**config.mk**
```make
export PLATFORM = sky130hd
export DESIGN_NAME = irq_arbiter
export DESIGN_NICKNAME = d
export VERILOG_FILES = /design/src/rtl/irq_arbiter_pkg.sv /design/src/rtl/irq_arbiter_pick.sv /design/src/rtl/irq_arbiter.sv
export SDC_FILE = /design/constraint.sdc
export NUM_CORES = 1
export LEC_CHECK = 0
export CAP_MARGIN = 10
export CORE_UTILIZATION = 30
export CTS_CLUSTER_DIAMETER = 120
export DETAILED_ROUTE_END_ITERATION = 8
export PLACE_DENSITY_LB_ADDON = 0.15
export SYNTH_ARGS = -nofsm -noshare
export SYNTH_HDL_FRONTEND = slang
export SYNTH_SLANG_ARGS = --single-unit
```
**constraint.sdc**
```tcl
create_clock -name clk -period 2.12 [get_ports clk]
set_input_delay 0.636 -clock clk [delete_from_list [all_inputs] [get_ports clk]]
set_output_delay 0.636 -clock clk [all_outputs]
set_load 0.02 [all_outputs]
```
**src/rtl/irq_arbiter_pkg.sv**
```systemverilog
// Shared definitions for the machine-level interrupt arbiter: FSM encoding
// and the standard machine-mode cause codes.
package irq_arbiter_pkg;

    typedef logic [1:0] arb_state_t;

    localparam arb_state_t ST_IDLE  = 2'd0;
    localparam arb_state_t ST_ISSUE = 2'd1;
    localparam arb_state_t ST_WAIT  = 2'd2;
    localparam arb_state_t ST_END   = 2'd3;

    localparam int CAUSE_MSI          = 3;
    localparam int CAUSE_MTI          = 7;
    localparam int CAUSE_MEI          = 11;
    localparam int CAUSE_BASE_DEFAULT = 16;

    // Width of a source index; a single source still needs one bit.
    function automatic int id_width(input int nsrc);
        return (nsrc > 1) ? $clog2(nsrc) : 1;
    endfunction

endpackage

```
**src/rtl/irq_arbiter_pick.sv**
```systemverilog
// Combinational winner select: lowest set candidate (fixed) or first set
// candidate at/above ptr with wrap-around (round-robin).
module irq_pick
    import irq_arbiter_pkg::*;
#(
    parameter int NSRC = 4,
    parameter int RR   = 0,
    parameter int ID_W = id_width(NSRC)
) (
    input  logic [NSRC-1:0] cand,
    input  logic [ID_W-1:0] ptr,
    output logic [ID_W-1:0] id,
    output logic            valid
);

    logic [ID_W-1:0] eff_ptr;
    logic [NSRC-1:0] upper_mask;
    logic [NSRC-1:0] upper_cand;

    function automatic logic [ID_W-1:0] lowest_set(input logic [NSRC-1:0] v);
        logic [ID_W-1:0] r;
        r = '0;
        for (int i = NSRC - 1; i >= 0; i--) begin
            if (v[i]) r = ID_W'(i);
        end
        return r;
    endfunction

    // Fixed priority is round-robin with the pointer pinned at zero.
    assign eff_ptr = (RR != 0) ? ptr : '0;

    genvar gi;
    generate
        for (gi = 0; gi < NSRC; gi++) begin : g_mask
            assign upper_mask[gi] = (gi >= int'(eff_ptr));
        end
    endgenerate

    assign upper_cand = cand & upper_mask;
    assign valid      = |cand;
    assign id         = (|upper_cand) ? lowest_set(upper_cand) : lowest_set(cand);

endmodule

```
**src/rtl/irq_arbiter.sv**
```systemverilog
// Machine-level interrupt arbiter with interrupt/int_reply handshake.
// Optional reply watchdog enabled by defining IRQ_ARB_TIMEOUT_EN.
module irq_arbiter
    import irq_arbiter_pkg::*;
#(
    parameter int NSRC        = 4,
    parameter int CODE_W      = 5,
    parameter int BASE_CODE   = CAUSE_BASE_DEFAULT,
    parameter int RR          = 0,
    parameter int TIMEOUT_CYC = 1024
) (
    input  logic              clk,
    input  logic              rst,
    input  logic [NSRC-1:0]   irq_in,
    input  logic [NSRC-1:0]   irq_en,
    input  logic              gie,
    output logic [NSRC-1:0]   irq_ack,
    output logic              interrupt,
    input  logic              int_reply,
    output logic [CODE_W-1:0] cause_code,
    output logic [NSRC-1:0]   pending,
    output logic              lost
);

    localparam int ID_W = id_width(NSRC);

    arb_state_t      state_reg;
    logic [ID_W-1:0] id_reg;
    logic [ID_W-1:0] ptr_reg;
    logic [ID_W-1:0] ptr_wrap;
    logic [ID_W-1:0] pick_id;
    logic            pick_valid;
    logic            int_reply_q;
    logic            timeout_hit;
    logic [NSRC-1:0] cand;
    logic [NSRC-1:0] grant_vec;

    assign cand = pending & irq_en;

    irq_pick #(
        .NSRC (NSRC),
        .RR   (RR),
        .ID_W (ID_W)
    ) u_pick (
        .cand  (cand),
        .ptr   (ptr_reg),
        .id    (pick_id),
        .valid (pick_valid)
    );

    genvar gi;
    generate
        for (gi = 0; gi < NSRC; gi++) begin : g_grant
            assign grant_vec[gi] = (int'(id_reg) == gi);
        end
    endgenerate

    assign ptr_wrap = (int'(id_reg) == NSRC - 1) ? '0 : id_reg + 1'b1;

`ifdef IRQ_ARB_TIMEOUT_EN
    localparam int TO_W = (TIMEOUT_CYC > 2) ? $clog2(TIMEOUT_CYC) : 1;

    logic [TO_W-1:0] wait_cnt_reg;

    assign timeout_hit = (wait_cnt_reg == TO_W'(TIMEOUT_CYC - 1));

    // Counter restarts on every WAIT entry; lost stays set until reset.
    always_ff @(posedge clk) begin
        if (rst) begin
            wait_cnt_reg <= '0;
            lost         <= 1'b0;
        end else begin
            if (state_reg != ST_WAIT) begin
                wait_cnt_reg <= '0;
            end else if (!timeout_hit) begin
                wait_cnt_reg <= wait_cnt_reg + 1'b1;
            end
            if (state_reg == ST_WAIT && !int_reply_q && timeout_hit) begin
                lost <= 1'b1;
            end
        end
    end
`else
    assign timeout_hit = 1'b0;
    assign lost        = 1'b0;
`endif

    always_ff @(posedge clk) begin
        if (rst) begin
            state_reg   <= ST_IDLE;
            id_reg      <= '0;
            ptr_reg     <= '0;
            pending     <= '0;
            int_reply_q <= 1'b0;
            interrupt   <= 1'b0;
            irq_ack     <= '0;
            cause_code  <= '0;
        end else begin
            pending     <= irq_in;
            int_reply_q <= int_reply;
            case (state_reg)
                ST_IDLE: begin
                    // A still-high reply from the previous grant blocks a new one.
                    if (gie && pick_valid && !int_reply_q) begin
                        id_reg    <= pick_id;
                        state_reg <= ST_ISSUE;
                    end
                end
                ST_ISSUE: begin
                    interrupt  <= 1'b1;
                    irq_ack    <= grant_vec;
                    cause_code <= CODE_W'(BASE_CODE + int'(id_reg));
                    if (RR != 0) begin
                        ptr_reg <= ptr_wrap;
                    end
                    state_reg  <= ST_WAIT;
                end
                ST_WAIT: begin
                    irq_ack <= '0;
                    if (int_reply_q || timeout_hit) begin
                        interrupt <= 1'b0;
                        state_reg <= ST_END;
                    end
                end
                ST_END: begin
                    state_reg <= ST_IDLE;
                end
                default: begin
                    state_reg <= ST_IDLE;
                end
            endcase
        end
    end

endmodule

```
==> metrics <==
top_reg_cell synth sky130_fd_sc_hd__dfxtp_1; cell types with the largest area share after synthesis sky130_fd_sc_hd__dfxtp_1, sky130_fd_sc_hd__ha_1, sky130_fd_sc_hd__mux2i_1, sky130_fd_sc_hd__nor2b_1, sky130_fd_sc_hd__a22o_4; worst clock skew 6.76 ps; number of cell instances on the worst register-to-register path 5; clock latency of the later-clocked register in the worst-skew pair 280 ps; synth-to-layout area growth 37.1%; crit-path max FO 3; leading cell type by number of instances after synthesis sky130_fd_sc_hd__dfxtp_1; power density relative to cell area 983 nW/um^2; cell types with the highest counts after synthesis sky130_fd_sc_hd__dfxtp_1, sky130_fd_sc_hd__nor2_1, sky130_fd_sc_hd__nor2b_1; antenna violations before repair 0; category of the critical setup timing path reg -> out; die area 2780 um^2; number of hold buffers added after CTS 0; type of origin of the critical path register; post-route DRC violation count 0; Pleak 0.401 nW; clock sink count 17; Fin Setup TNS 0 ps; WP data arrival 1310 ps; max-slew violations 0; Mapped Cells 77; register-to-register setup slack approximately 770 ps; TritonCTS Buffers 3; nature of the critical path endpoint output pin; FMAX between 500 and 600 MHz; Core Box Area 2450 um^2; cell type group with the largest total delay on the critical path buffers and inverters; final setup vio count 0; number of buffers inserted by port buffering 23; Antenna Cells 0; number of synthesized register bits 17; maximum clock path buffer count 2; net total in the final layout 120; Post-Layout Cell Count 133; number of vias in the routed layout 618; global-route wire length before repair 2480 um; leading registers by flop count irq_ack (4), pending (4), cause_code (3); overall overflow remaining after global route 0; height of the die roughly 53 um; std cell rows 18; post_cts resized 0; vias per inst 4.65; Final Hold Viols 0; async set-reset flop share out of synthesis 0%; r2r endpoint id_reg[0]; launching element of the worst setup path pending[3]; number of filler instances in the final layout 261; clock transition time at the flip-flop clock pins of the worst setup and hold paths about 100 ps; Period minus WS final 1940 ps; detailed router's first-iteration violation count 11; part of the Yosys area used for sequential elements 44.0%; capture point of the worst path pending[3]; ordered cell list for the critical path clkdlybuf4s50_1; number of synthesized flops with an enable pin 0; count of synthesis-stage warnings from yosys 0; total standard cell area after synthesis 773 um^2; run status complete, no violations; final HPWL from detailed placement roughly 1200 um; Cell Count Post-Placement 129; post-route antenna net violation count 0; Critical Path Slowest Stage Cell sky130_fd_sc_hd__clkdlybuf4s50_1; class of the tightest hold or removal check reg -> reg; largest net degree at the start of global routing 10; post-synth top area share 44.0%; vias in the first global route 603; start point of the worst hold path irq_ack[2]; peak ir drop on the vdd network 0.424 mV; total number of cells along the worst setup path 1; delay of the slowest cell on the worst path roughly 630 ps; final critical-path share of the clock period 91.6%; number of setup buffers added after CTS 0; drt pass-1 iters 2; RSZ-0062 raised after global routing no; startpoint of the worst register-to-register path state_reg[0]; global-route usage over all layers 12.4%; floorplan die width 52.8 um; IO Count 27; Bufs and invs on worst path 1; required time of the critical path 1480 ps; Power Total 1.04 mW; Starting Density 31.5%; buffer cell driving the clock tree root sky130_fd_sc_hd__clkbuf_4; CTS H-Tree Depth 1; routed wire length between 1000 and 1500 um; per-instance average area after synthesis 10.0 um^2; share of cells above drive strength 1 12.6%; # Max-Cap Violations 0; cell type with the largest total area after synthesis sky130_fd_sc_hd__dfxtp_1; number of library cell types mapped by synthesis 29; global placer's final weighted congestion 0.675; post-DR wirelength/cell 11.2 um; TritonCTS clock tree done
[where the power goes]
group | internal (mW) | switching (mW)
Combinational | 0.227 | 0.237
Sequential | 0.373 | 0.0322
Clock | 0.0729 | 0.0995
[logic make-up (layout without fill, tap and decap cells)]
| logic type | after synthesis | count (layout) | synth area share (%) |
|---|---|---|---|
| buffers and inverters | 8 | 32 | 5.34 |
| other | 1 | 3 | 0.485 |
| AO/OA/AOI/OAI | 15 | 15 | 17.8 |
| adder cells (fa/ha/maj) | 4 | 4 | 6.47 |
| flip-flops | 17 | 17 | 44.0 |
| AND/OR/NAND/NOR | 27 | 27 | 19.4 |
| multiplexers | 5 | 5 | 6.47 |
[through the flow]
stage | utilization [%] | hold WS, ps | worst slack [ps] | cell area, um^2
after floorplan | - | 468 | 719 | 781
after global placement | 42.1 | 445 | 203 | 1030
after detailed placement | 42.1 | 453 | 163 | 1030
after CTS | 43.2 | 472 | 159 | 1060
after global routing | 43.2 | 487 | 119 | 1060
final | 43.2 | 467 | 179 | 1060
[how the worst min path moves through the flow]
stage	endpoint	slack [ps]	cells after the start
global route	irq_ack[2]	490	2
detailed placement	cause_code[4]	450	2
global placement	cause_code[4]	450	2
floorplan	state_reg[1]	470	2
CTS	irq_ack[2]	470	2
finish	irq_ack[2]	470	2
[final cells by class]
type                    instances  area, um^2  share of cell area (%)
well taps                      30        37.5                    3.54
multi-input cells              54         399                    37.7
clock buffers                   4        26.3                    2.48
flip-flops and latches         17         340                    32.1
inverters                       3        11.3                    1.06
repair buffers                 25         245                    23.1
[per-layer routing]
metal	track usage [%]	vias to the layer above	routed length [um]
li1	-	311	-
met1	15.1	286	688
met2	20.9	19	738
met3	2.61	2	58
met4	5.26	0	10
met5	0	-	0
[layout by cell type, fill, tap and decap left out, types with 4 or more instances in the layout]
cell type	synthesis	final
sky130_fd_sc_hd__clkdlybuf4s50_1	0	23
sky130_fd_sc_hd__dfxtp_1	17	17
sky130_fd_sc_hd__ha_1	4	4
sky130_fd_sc_hd__mux2i_1	5	5
sky130_fd_sc_hd__nand2b_1	4	4
sky130_fd_sc_hd__nor2_1	8	8
sky130_fd_sc_hd__nor2b_1	6	6
No activity file was read; power rests on OpenSTA's default activity.
